## src/rtl/uart_string_tx.sv

```systemverilog
// rtl/uart_string_tx.sv - fixed-string 8N1 UART transmitter (message sequencer + serializer)
//
// Sends the MSG_LEN-byte string MSG (byte 0 in the MSBs) once per accepted
// send request, as back-to-back 8N1 frames paced by baud_tick.
//
// Ports:
//   clk       in   system clock, rising edge
//   rst       in   asynchronous active-high reset
//   baud_tick in   one-clk pulse per bit period
//   send      in   start request, sampled only while idle
//   tx        out  serial line, idles high (registered)
//   busy      out  high from send acceptance until the last stop bit ends (registered)
//   done      out  one-cycle pulse when the last stop bit ends (registered)

module uart_string_tx #(
   parameter int                   MSG_LEN = 6,
   parameter logic [8*MSG_LEN-1:0] MSG     = 48'h504F4C4F0D0A
) (
   input  logic clk,
   input  logic rst,
   input  logic baud_tick,
   input  logic send,
   output logic tx,
   output logic busy,
   output logic done
);

   localparam int IDX_W = (MSG_LEN > 1) ? $clog2(MSG_LEN) : 1;

   localparam logic [2:0] ST_IDLE  = 3'd0;
   localparam logic [2:0] ST_ARM   = 3'd1;
   localparam logic [2:0] ST_START = 3'd2;
   localparam logic [2:0] ST_DATA  = 3'd3;
   localparam logic [2:0] ST_STOP  = 3'd4;

   logic [2:0]       state;
   logic [7:0]       shreg;
   logic [2:0]       bit_cnt;
   logic [IDX_W-1:0] byte_idx;
   logic [IDX_W-1:0] nxt_idx;
   logic [IDX_W-1:0] sel_idx;
   logic [7:0]       load_byte;
   logic             last_byte;

   assign nxt_idx   = byte_idx + 1'b1;
   assign last_byte = (byte_idx == IDX_W'(MSG_LEN - 1));

   // The shift register is loaded from ARM (always byte 0) or from STOP
   // (the following byte), so the mux index is chosen by state.
   always_comb begin
      sel_idx   = (state == ST_STOP) ? nxt_idx : '0;
      load_byte = 8'h00;
      for (int i = 0; i < MSG_LEN; i++) begin
         if (sel_idx == IDX_W'(i)) begin
            load_byte = MSG[8*(MSG_LEN-1-i) +: 8];
         end
      end
   end

   always_ff @(posedge clk or posedge rst) begin
      if (rst) begin
         state    <= ST_IDLE;
         tx       <= 1'b1;
         busy     <= 1'b0;
         done     <= 1'b0;
         shreg    <= 8'h00;
         bit_cnt  <= 3'd0;
         byte_idx <= '0;
      end else begin
         done <= 1'b0;
         case (state)
            ST_IDLE: begin
               // A tick coinciding with acceptance is deliberately not used;
               // ARM waits for the next one so the start bit is a full period.
               if (send) begin
                  state    <= ST_ARM;
                  busy     <= 1'b1;
                  byte_idx <= '0;
               end
            end
            ST_ARM: begin
               if (baud_tick) begin
                  shreg <= load_byte;
                  tx    <= 1'b0;
                  state <= ST_START;
               end
            end
            ST_START: begin
               if (baud_tick) begin
                  tx      <= shreg[0];
                  shreg   <= {1'b0, shreg[7:1]};
                  bit_cnt <= 3'd0;
                  state   <= ST_DATA;
               end
            end
            ST_DATA: begin
               if (baud_tick) begin
                  // bit_cnt counts data bits already completed on the line
                  if (bit_cnt == 3'd7) begin
                     tx    <= 1'b1;
                     state <= ST_STOP;
                  end else begin
                     tx      <= shreg[0];
                     shreg   <= {1'b0, shreg[7:1]};
                     bit_cnt <= bit_cnt + 3'd1;
                  end
               end
            end
            ST_STOP: begin
               if (baud_tick) begin
                  if (last_byte) begin
                     state <= ST_IDLE;
                     busy  <= 1'b0;
                     done  <= 1'b1;
                  end else begin
                     byte_idx <= nxt_idx;
                     shreg    <= load_byte;
                     tx       <= 1'b0;
                     state    <= ST_START;
                  end
               end
            end
            default: begin
               state <= ST_IDLE;
               tx    <= 1'b1;
               busy  <= 1'b0;
            end
         endcase
      end
   end

endmodule
```

## config.mk

```make
export PLATFORM = sky130hd
export DESIGN_NAME = uart_string_tx
export DESIGN_NICKNAME = d
export VERILOG_FILES = /design/src/rtl/uart_string_tx.sv
export SDC_FILE = /design/constraint.sdc
export NUM_CORES = 1
export LEC_CHECK = 0
export ABC_AREA = 1
export BUFFER_PORTS_ARGS = -buffer_cell sky130_fd_sc_hd__buf_2
export CAP_MARGIN = 20
export CELL_PAD_IN_SITES_DETAIL_PLACEMENT = 0
export CELL_PAD_IN_SITES_GLOBAL_PLACEMENT = 2
export CORE_ASPECT_RATIO = 1.25
export CORE_MARGIN = 2
export CORE_UTILIZATION = 37
export DETAILED_ROUTE_END_ITERATION = 12
export PLACE_DENSITY_LB_ADDON = 0.1
export SYNTH_ARGS = -nofsm -noshare
export SYNTH_HDL_FRONTEND = slang
export SYNTH_SLANG_ARGS = --single-unit
export TNS_END_PERCENT = 20
```

## constraint.sdc

```tcl
create_clock -name clk -period 2.36 [get_ports clk]
set_input_delay 0.236 -clock clk [delete_from_list [all_inputs] [get_ports clk]]
set_output_delay 0.236 -clock clk [all_outputs]
set_load 0.05 [all_outputs]
```

==> metrics <==
CTS tree built; WL final between 2000 and 2500 um; HP Class in2async; Slew HR between 50 and 60%; CP Max Fanout 8; post-DP HPWL roughly 1700 um; initial antenna violation count 0; Flop pwr share between 30% and 40%; cell area after layout ~0.0012 mm^2; critical path's largest stage delay 0.42 ns; unrepaired setup endpoints after global routing no; leading cell type in the layout, fill and taps excluded nand2_1; Via density about 4.6; P_leak about 0.00065 uW; Syn. warnings 0; Final setup violation count 0; clock-pin slew on the worst setup and hold paths approximately 0.11 ns; Max Cap Violations 0; R2R Path Start bit_cnt[0]; worst reg2reg path depth 8; final hold violation count 0; worst reg2reg setup slack a little under 0.9 ns; core footprint ~0.0029 mm^2; crit start category flop; Pwr Density ~1200 mW/mm^2; Synth area leaders dfrtp_1 (41%), nand2_1 (17%), inv_1 (6.2%); vias post-DR between 800 and 900; CP cell instances ha_1 -> ha_1 -> nand2_2 -> nand2_2 -> nor2_4 -> inv_4 -> nand2_1 -> o21ai_2; largest net degree at the start of global routing 20; slowest library cell on the worst path dfrtp_1; Final nets 160; total negative slack 0 ns; FMAX ~680 MHz; sequential-to-total area share from yosys stat 43.74%; CP Capture Point shreg[6]; Pint between 700 and 800 uW; Final ANT Viol Nets 0; Final Critical Period about 1.5 ns; io pins 7; Clk Latency, worst-skew pair ~0.3 ns; Worst Skew ~0.0037 ns; DRC viols 0; layout cell share with drive strength beyond 1 17.22%; Final Slew Violations 0; first-pass GRT wire length 3698 um; n_diodes 0; Area Overhead vs Synth 8.381%; clk root buf clkbuf_4; crit end category flop; Total GRT Usage between 10 and 15%; status complete, no violations; Clk network pwr share 11.9%; #FFs+latches synth 19; critical path class reg2reg; DIE WIDTH between 50 and 60 um; Worst VDD drop 0.0005094 V; die height ~65 um; CTS max path bufs 2; total congestion overflow 0; R2R Path End shreg[6]; Worst Setup SP bit_cnt[0]; Initial Util 38.07%; Mapped Cells about 140; Syn Std Cell Area roughly 0.0011 mm^2; port bufs 6; WP data required about 2.6 ns; RePlAce Congestion 0.8270; syn nets 150; Layout Utilization 41.26%; Psw ~650 uW; DRT iter0 DRCs 20; Avg Cell Area, Syn around 7.7 um^2; Combinational Power Share about half; Die ar. between 0.003 and 0.004 mm^2; drt wl/cell around 11 um; dpl cell area between 0.001 and 0.0015 mm^2; area leader, netlist dfrtp_1; top-area cell type share of the netlist area 41.33%; vias in the first global route 860; Tcrit/Tclk final 62.53%; Pre-antenna DRT Iters 4; CTS Buf Count 3; Sinks on Clock Net 19; Row Count 22; Arrival @ worst endpoint between 1.5 and 2 ns; hold_buf cts 0; switch share a little under half; Netlist cell types 24; setup bufs post-CTS 0; Tightest Pin Transition roughly 0.75 ns; post-cts sizing count 0; commonest cells after routing, fill and taps aside nand2_1 (49), inv_1 (18), dfrtp_1 (18), o21ai_0 (10), nor2_1 (8); CTS H-tree lvls 1
==> stage by stage <==
step | setup slack (ns) | hold slack [ns] | instances | total power, uW
2_1_floorplan | 1.008 | 0.1864 | 142 | 1102
3_3_place_gp | 0.8591 | 0.4078 | 183 | 1244
3_5_place_dp | 0.8850 | 0.4025 | 183 | 1238
4_1_cts | 0.8582 | 0.06290 | 187 | 1410
5_1_grt | 0.6876 | 0.07346 | 187 | 1533
6_report | 0.8842 | 0.04488 | 187 | 1383
==> state kept, by name, indices dropped and copies added (netlist names) <==
register	cells
shreg	7
bit_cnt	3
byte_idx	3
state	3
busy	1
done	1
tx	1
==> power by group through the flow <==
stage	registers, uW	logic (uW)	clock network, uW
floorplan	579	523	0
global placement	550	693	0
detailed placement	550	688	0
CTS	543	691	175
global route	561	779	192
finish	541	676	165
==> worst max-delay path, delay by kind of cell, from the launching register on <==
kind	cells	cell delay, ns
adder cells (fa/ha/maj)	2	0.41
buffers and inverters	1	0.08
flip-flops	1	0.42
AND/OR/NAND/NOR	4	0.42
AO/OA/AOI/OAI	1	0.05
==> logic make-up (layout without fill, tap and decap cells) <==
logic type                 Yosys count  in the layout  synth area share, %
AOI/OAI and AO/OA                   17             17                9.644
adders and majority gates            4              4                4.593
buffers and inverters               23             32                8.840
DFF                                 19             19                43.74
and+or+nand+nor                     79             79                33.18
==> area by class of cell <==
class	instances	area, um^2
multi-input combinational	100	516.7
tap	36	45.04
clock inverter	1	5.005
clock buffer	3	22.52
timing repair buffer	6	30.03
sequential	19	476.7
fill	309	1682
inverter	22	85.08
==> layer usage <==
layer | GRT usage [%] | wire length [um]
met1 | 17.28 | 968
met2 | 25.94 | 1080
met3 | 1.613 | 41
met4 | 7.692 | 24
met5 | 0 | 0
==> worst min-delay path by stage <==
stage | end | slack, ns | depth (start not counted)
after floorplan | bit_cnt[0] | 0.19 | 1
after detailed placement | bit_cnt[2] | 0.40 | 2
final | shreg[0] | 0.04 | 2
after global placement | bit_cnt[2] | 0.41 | 2
after global routing | bit_cnt[2] | 0.07 | 2
after CTS | bit_cnt[2] | 0.06 | 2
==> Yosys cell counts <==
| cell | n |
|---|---|
| nor3_1 | 1 |
| o31ai_1 | 1 |
| nor2_1 | 8 |
| inv_4 | 1 |
| o21ai_0 | 10 |
| buf_6 | 1 |
| nand3b_1 | 1 |
| ha_1 | 4 |
| nand2_2 | 5 |
| nor3_4 | 1 |
| nand4_1 | 4 |
| inv_1 | 18 |
| nor2_4 | 1 |
| dfstp_2 | 1 |
| dfrtp_1 | 18 |
| inv_2 | 3 |
| nand3_1 | 7 |
| nor2_2 | 1 |
| o21ai_2 | 1 |
| o21ai_1 | 3 |
| a21oi_1 | 1 |
| a21boi_4 | 1 |
| nand3_2 | 1 |
| nand2_1 | 49 |
(Power assumes the default switching activity.)
